File: config.mk
export PLATFORM = sky130hd
export DESIGN_NAME = ascii2bcd_parser_flat
export DESIGN_NICKNAME = d
export VERILOG_FILES = /design/src/rtl/ascii2bcd_pkg.sv /design/src/rtl/ascii2bcd_parser_if.sv /design/src/rtl/ascii2bcd_parser_classify.sv /design/src/rtl/ascii2bcd_parser.sv /design/src/flat_wrapper.sv
export SDC_FILE = /design/constraint.sdc
export NUM_CORES = 1
export LEC_CHECK = 0
export ABC_AREA = 1
export CORE_AREA = 4 4 77 79
export DETAILED_ROUTE_END_ITERATION = 7
export DIE_AREA = 0 0 81 83
export PLACE_DENSITY = 0.71
export SYNTH_ARGS = -nofsm -noshare
export SYNTH_HDL_FRONTEND = slang
export SYNTH_HIERARCHICAL = 1
export SYNTH_SLANG_ARGS = --single-unit
File: constraint.sdc
create_clock -name clk -period 1.54 [get_ports clk]
set_input_delay 0.308 -clock clk [delete_from_list [all_inputs] [get_ports clk]]
set_output_delay 0.308 -clock clk [all_outputs]
set_load 0.05 [all_outputs]
File: src/rtl/ascii2bcd_pkg.sv
// ascii2bcd_pkg
// Shared definitions for the ASCII-to-packed-BCD receive parser:
//   - ASCII code points used by the character classifier
//   - FSM state encoding used by ascii2bcd_parser
package ascii2bcd_pkg;

  localparam logic [7:0] ASCII_0     = 8'h30;
  localparam logic [7:0] ASCII_9     = 8'h39;
  localparam logic [7:0] ASCII_CR    = 8'h0D;
  localparam logic [7:0] ASCII_LF    = 8'h0A;
  localparam logic [7:0] ASCII_MINUS = 8'h2D;

  typedef enum logic [1:0] {
    ST_IDLE  = 2'd0,
    ST_ACCUM = 2'd1,
    ST_ERROR = 2'd2
  } state_e;

endpackage

File: src/rtl/ascii2bcd_parser_if.sv
// ascii2bcd_parser_if
// Bundles the character input stream and the BCD result outputs of the
// parser.
//   master : character source / result consumer (drives rx_*, reads results)
//   slave  : the parser (reads rx_*, drives bcd, bcd_valid, digit_cnt, neg, err)
// Signals:
//   rx_data[7:0]     ASCII character
//   rx_valid         rx_data valid this cycle, no back-pressure
//   bcd[4*DIGITS-1:0] packed BCD result, LSD in [3:0]
//   bcd_valid        one-cycle pulse on release
//   digit_cnt        digits in the released number
//   neg              released number carried a leading '-'
//   err              one-cycle pulse on entry to the error state
interface ascii2bcd_parser_if #(
  parameter int DIGITS = 4
);

  logic [7:0]                     rx_data;
  logic                           rx_valid;
  logic [4*DIGITS-1:0]            bcd;
  logic                           bcd_valid;
  logic [$clog2(DIGITS+1)-1:0]    digit_cnt;
  logic                           neg;
  logic                           err;

  modport master (
    output rx_data, rx_valid,
    input  bcd, bcd_valid, digit_cnt, neg, err
  );

  modport slave (
    input  rx_data, rx_valid,
    output bcd, bcd_valid, digit_cnt, neg, err
  );

endinterface

File: src/rtl/ascii2bcd_parser_classify.sv
// ascii_char_classify
// Purely combinational one-hot classification of an ASCII character.
// Ports:
//   char_i[7:0] : character to classify
//   is_digit_o  : '0'..'9'
//   is_term_o   : CR or LF
//   is_minus_o  : '-'
//   is_other_o  : anything else
module ascii_char_classify
  import ascii2bcd_pkg::*;
(
  input  logic [7:0] char_i,
  output logic       is_digit_o,
  output logic       is_term_o,
  output logic       is_minus_o,
  output logic       is_other_o
);

  always_comb begin
    is_digit_o = (char_i >= ASCII_0) && (char_i <= ASCII_9);
    is_term_o  = (char_i == ASCII_CR) || (char_i == ASCII_LF);
    is_minus_o = (char_i == ASCII_MINUS);
    is_other_o = !(is_digit_o || is_term_o || is_minus_o);
  end

endmodule

File: src/rtl/ascii2bcd_parser.sv
// ascii2bcd_parser
// Assembles a stream of ASCII digits into a right-aligned packed BCD word,
// released on a CR/LF terminator. Malformed lines raise a one-cycle err pulse
// and are discarded up to the next terminator.
// Optional feature: define ASCII2BCD_SIGN_EN to accept a leading '-' and
// report it on neg; otherwise '-' is an error and neg is tied to 0.
// Ports:
//   clk : rising-edge clock
//   rst : asynchronous, active-high reset
//   bus : ascii2bcd_parser_if.slave (rx_data/rx_valid in, result outputs)
module ascii2bcd_parser
  import ascii2bcd_pkg::*;
#(
  parameter int DIGITS = 4
) (
  input logic               clk,
  input logic               rst,
  ascii2bcd_parser_if.slave bus
);

  localparam int                CNT_W   = $clog2(DIGITS + 1);
  localparam logic [CNT_W-1:0]  CNT_MAX = CNT_W'(DIGITS);

  logic is_digit, is_term, is_minus, is_other;

  ascii_char_classify u_classify (
    .char_i     (bus.rx_data),
    .is_digit_o (is_digit),
    .is_term_o  (is_term),
    .is_minus_o (is_minus),
    .is_other_o (is_other)
  );

  state_e              state_q;
  logic [4*DIGITS-1:0] acc_q;
  logic [CNT_W-1:0]    cnt_q;
  logic [4*DIGITS-1:0] bcd_q;
  logic [CNT_W-1:0]    digit_cnt_q;
  logic                bcd_valid_q;
  logic                err_q;
  logic [3:0]          nib;

  assign nib = bus.rx_data[3:0];

`ifdef ASCII2BCD_SIGN_EN
  logic sign_q;
  logic neg_q;
`endif

  always_ff @(posedge clk or posedge rst) begin
    if (rst) begin
      state_q     <= ST_IDLE;
      acc_q       <= '0;
      cnt_q       <= '0;
      bcd_q       <= '0;
      digit_cnt_q <= '0;
      bcd_valid_q <= 1'b0;
      err_q       <= 1'b0;
`ifdef ASCII2BCD_SIGN_EN
      sign_q      <= 1'b0;
      neg_q       <= 1'b0;
`endif
    end else begin
      bcd_valid_q <= 1'b0;
      err_q       <= 1'b0;
      if (bus.rx_valid) begin
        case (state_q)
          ST_IDLE: begin
            if (is_digit) begin
              acc_q   <= {{(4*DIGITS-4){1'b0}}, nib};
              cnt_q   <= CNT_W'(1);
              state_q <= ST_ACCUM;
            end else if (is_term) begin
              // Empty line: nothing to release.
              state_q <= ST_IDLE;
`ifdef ASCII2BCD_SIGN_EN
            end else if (is_minus) begin
              sign_q  <= 1'b1;
              cnt_q   <= '0;
              state_q <= ST_ACCUM;
`endif
            end else begin
              // Without signed support '-' lands here as well.
              err_q   <= 1'b1;
              state_q <= ST_ERROR;
            end
          end

          ST_ACCUM: begin
            if (is_digit) begin
              if (cnt_q < CNT_MAX) begin
                acc_q <= {acc_q[4*DIGITS-5:0], nib};
                cnt_q <= cnt_q + CNT_W'(1);
              end else begin
                err_q   <= 1'b1;
                state_q <= ST_ERROR;
              end
            end else if (is_term) begin
              if (cnt_q != '0) begin
                bcd_q       <= acc_q;
                digit_cnt_q <= cnt_q;
                bcd_valid_q <= 1'b1;
`ifdef ASCII2BCD_SIGN_EN
                neg_q       <= sign_q;
`endif
              end else begin
                // Lone '-': the terminator is consumed, so go straight home.
                err_q <= 1'b1;
              end
              acc_q   <= '0;
              cnt_q   <= '0;
`ifdef ASCII2BCD_SIGN_EN
              sign_q  <= 1'b0;
`endif
              state_q <= ST_IDLE;
            end else if (is_minus || is_other) begin
              err_q   <= 1'b1;
              state_q <= ST_ERROR;
            end
          end

          ST_ERROR: begin
            if (is_term) begin
              acc_q   <= '0;
              cnt_q   <= '0;
`ifdef ASCII2BCD_SIGN_EN
              sign_q  <= 1'b0;
`endif
              state_q <= ST_IDLE;
            end
          end

          default: begin
            state_q <= ST_IDLE;
          end
        endcase
      end
    end
  end

  assign bus.bcd       = bcd_q;
  assign bus.digit_cnt = digit_cnt_q;
  assign bus.bcd_valid = bcd_valid_q;
  assign bus.err       = err_q;
`ifdef ASCII2BCD_SIGN_EN
  assign bus.neg       = neg_q;
`else
  assign bus.neg       = 1'b0;
`endif

endmodule

File: src/flat_wrapper.sv
// flat-port wrapper written by rule: the top's interface ports become plain ports
module ascii2bcd_parser_flat import ascii2bcd_pkg::*;
#(
  parameter int DIGITS = 4
)
  (clk, rst, bus_rx_data, bus_rx_valid, bus_bcd, bus_bcd_valid, bus_digit_cnt, bus_neg, bus_err);
  ascii2bcd_parser_if #(.DIGITS(DIGITS)) bus_i ();
  input logic clk;
  input logic rst;
  input wire logic [$bits(bus_i.rx_data)-1:0] bus_rx_data;
  input wire logic [$bits(bus_i.rx_valid)-1:0] bus_rx_valid;
  output wire logic [$bits(bus_i.bcd)-1:0] bus_bcd;
  output wire logic [$bits(bus_i.bcd_valid)-1:0] bus_bcd_valid;
  output wire logic [$bits(bus_i.digit_cnt)-1:0] bus_digit_cnt;
  output wire logic [$bits(bus_i.neg)-1:0] bus_neg;
  output wire logic [$bits(bus_i.err)-1:0] bus_err;
  assign bus_i.rx_data = bus_rx_data;
  assign bus_i.rx_valid = bus_rx_valid;
  assign bus_bcd = bus_i.bcd;
  assign bus_bcd_valid = bus_i.bcd_valid;
  assign bus_digit_cnt = bus_i.digit_cnt;
  assign bus_neg = bus_i.neg;
  assign bus_err = bus_i.err;
  ascii2bcd_parser #(.DIGITS(DIGITS)) u_core (.clk(clk), .rst(rst), .bus(bus_i));
endmodule
==> results.toml <==
[setup_path]
worstSetupEndpointType = "flop"
timing.critical_path.slowest_cell_delay_ns = 0.41
r2r_setup_slk_ns = 0.007
critical_path.cell_chain = "inv_2 -> ha_4 -> inv_2 -> nor3_4 -> buf_6 -> buf_12 -> buf_16 -> nand2_2 -> o21ai_1"
crit_required_ns = 1.75
cp_max_fo = 5
critical_path_class = "flop to flop"
critical_path.n_buffers_inverters = 5
critical_path.startpoint_type = "flop"
crit_top_cell = "sky130_fd_sc_hd__inv_2"
worst_path_dominant_cell_family = "buffers and inverters"
cpMaxStageDelayCell = "sky130_fd_sc_hd__dfrtp_1"
critPathArrivalTime_ns = 1.75

[timing]
timing.final.ws_setup_ns = 0.00683
maxClockFrequency_mhz = 652
finClkSkew_ns = 0.00438
tns_ns = 0
finalHoldViolCount = 0
setup_viol_count_final = 0
max_slew_violations = 0
finalCritPeriodShare = 0.996
period_needed_ns = 1.53
grt_setup_unrepaired = "yes"

[pwr]
power_density_nw_per_um2 = 954
fin_total_pwr_mw = 3.35
static-leakage-power_nw = 1.84
worst_ir_drop_vdd_mv = 0.540

[synth]
synth_enable_flop_cells = 0
syn-mean-instance-area_sq_um = 7.57
syn-cell-area_sq_um = 2310
syn-num-nets = 321
post-synth-top-count-cell = "sky130_fd_sc_hd__nand2_1"
synth.ff_latch_count = 42
yosysTopAreaCell = "sky130_fd_sc_hd__dfrtp_1"
most_used_flip_flop_cell_after_synthesis = "sky130_fd_sc_hd__dfrtp_1"
synth-seq-area-share = 0.455
async_flop_share = 1.00
synth.top_cells.by_area = "sky130_fd_sc_hd__dfrtp_1 (46%), sky130_fd_sc_hd__nand2_1 (21%), sky130_fd_sc_hd__inv_1 (6.5%)"
postSynthCellCount = 305
netlist-cell-type-count = 24
synth.cells.most_frequent = "sky130_fd_sc_hd__nand2_1 (132), sky130_fd_sc_hd__dfrtp_1 (42), sky130_fd_sc_hd__inv_1 (40)"
synth_top_area_share = 0.455
yosysWarnings = 6

[final_layout]
design.final.nets = 393
antenna_fix_cells = 0
layout-drive-gt1-share = 0.366
final_core_utilization = 0.657
area_delta_synth_final_pct = 51.9
final_instance_area_sq_um = 3510

[placement]
post_place_instance_area_sq_um = 3000
dp_hpwl_um = 3470
place_worst_setup_slack_ns = -0.599
io_buffers = 31
finalWeightedCongestion = 0.976

[clock_network]
cts_root_buffer = "sky130_fd_sc_hd__clkbuf_8"
worstSkewPairLatency_ns = 0.29
tritoncts = "built"
htree_num_levels = 2
clockBufferDepth = 2
clock_sinks = 42
numCtsBuffers = 5
path_clk_slew_ns = 0.08

[floorplan]
initial_core_util = 0.433
die-width_um = 81
top_level_port_count = 33
floorplan.die.height_um = 83
die-area_sq_um = 6720
std_cell_rows = 27
coreArea_sq_um = 5340

[global_route]
grt_first_pass_wirelength_um = 9630
grt_antenna_before_repair = 0
pin_count_of_the_biggest_net_entering_global_routing = 43
global_router_s_overall_resource_usage = 0.181
grt_overflow_total = 0
first_global_vias = 2034

[routing]
detailroute.via_count = 2198
drt_iter0_markers = 144
route.detailed.drc = 0
routedWlPerCell_um = 13.0
drt-total-wl_um = 5820
first_pass_iters = 4
route.detailed.vias_per_inst = 4.90
drt.antenna.violating_nets = 0

[status]
status = "finished, final reports clean"

[job]
timing.max_cap.violations = 0

[worst_hold_path]
hold_class = "input pin to flop"
-- tightest hold or removal path: cells and delay by family --
| kind | cells | cell delay, ns |
|---|---|---|
| and+or+nand+nor | 2 | 0.13 |
| buffers and inverters | 2 | 0.20 |
-- path summary, 6_finish.rpt --
kind                                   startpoint                 endpoint  depth (start not counted)
worst max-delay path            u_core/state_q[1]  u_core/bus.digit_cnt[2]                          9
worst min-delay path               bus_rx_data[1]          u_core/acc_q[1]                          4
worst max register to register  u_core/state_q[1]  u_core/bus.digit_cnt[2]                          9
worst min register to register   u_core/acc_q[13]         u_core/acc_q[13]                          2
max in group asynchronous                     rst           u_core/bus.err                          3
min in group asynchronous                     rst        u_core/bus.bcd[8]                          3
-- kinds of logic after synthesis --
kind of cell,after synthesis,share of synthesized area
AND/OR/NAND/NOR,171,0.313
buffers and inverters,55,0.114
flip-flops,42,0.455
AO/OA/AOI/OAI,30,0.0861
adder cells (fa/ha/maj),5,0.0271
XOR/XNOR,1,0.00379
other,1,0.00162
-- area by class of cell --
type | count | area, sq um
Sequential cell | 42 | 1050
Clock inverter | 1 | 30.0
Fill cell | 428 | 1830
Inverter | 44 | 171
Timing Repair Buffer | 76 | 961
Tap cell | 72 | 90.1
Clock buffer | 6 | 82.6
Multi-Input combinational cell | 208 | 1120
-- what timing repair did --
action	in CTS	in global routing
buffers inserted	15	7
gates cloned	5	0
resized for setup	54	36
hold buffers	0	0
pin swaps	18	14
setup endpoints to repair	41	41
-- cells in the final DEF, fill, tap and decap left out, drive strengths merged --
| cell type | Yosys | routed |
|---|---|---|
| clkinvlp | 0 | 1 |
| buf | 11 | 74 |
| o21ai | 23 | 23 |
| nand2 | 139 | 139 |
| xor2 | 1 | 1 |
| nand4 | 1 | 1 |
| clkdlybuf4s50 | 0 | 2 |
| conb | 1 | 1 |
| nor3 | 1 | 1 |
| nor2 | 15 | 15 |
| or2 | 1 | 1 |
| nand3 | 14 | 14 |
| a21oi | 7 | 7 |
| dfrtp | 42 | 42 |
| bufinv | 0 | 1 |
| clkbuf | 0 | 6 |
| ha | 5 | 5 |
| inv | 44 | 43 |
-- power by group --
part | internal [mW] | switching (mW)
registers | 1.18 | 0.0752
clock network | 0.519 | 0.356
logic | 0.534 | 0.683
total | 2.23 | 1.11
-- stage by stage --
stage          hold WS, ns  cells
5_1_grt              0.393    449
4_1_cts              0.365    444
6_report             0.371    449
3_5_place_dp         0.497    417
3_3_place_gp         0.487    417
2_1_floorplan        0.453    305
-- state kept, by name, indices dropped and copies added (netlist names) --
name,count
u_core/state_q,2
u_core/bus.bcd_valid,1
u_core/bus.digit_cnt,3
u_core/bus.err,1
u_core/cnt_q,3
u_core/bus.bcd,16
u_core/acc_q,16
-- metal layers --
| layer | vias to the layer above | GRT usage | wire, um |
|---|---|---|---|
| li1 | 1064 | - | - |
| met1 | 1047 | 0.230 | 2300 |
| met2 | 74 | 0.302 | 3110 |
| met3 | 13 | 0.0315 | 269 |
| met4 | 0 | 0.0691 | 148 |
| met5 | - | 0 | 0 |
No activity file was read; power rests on OpenSTA's default activity.
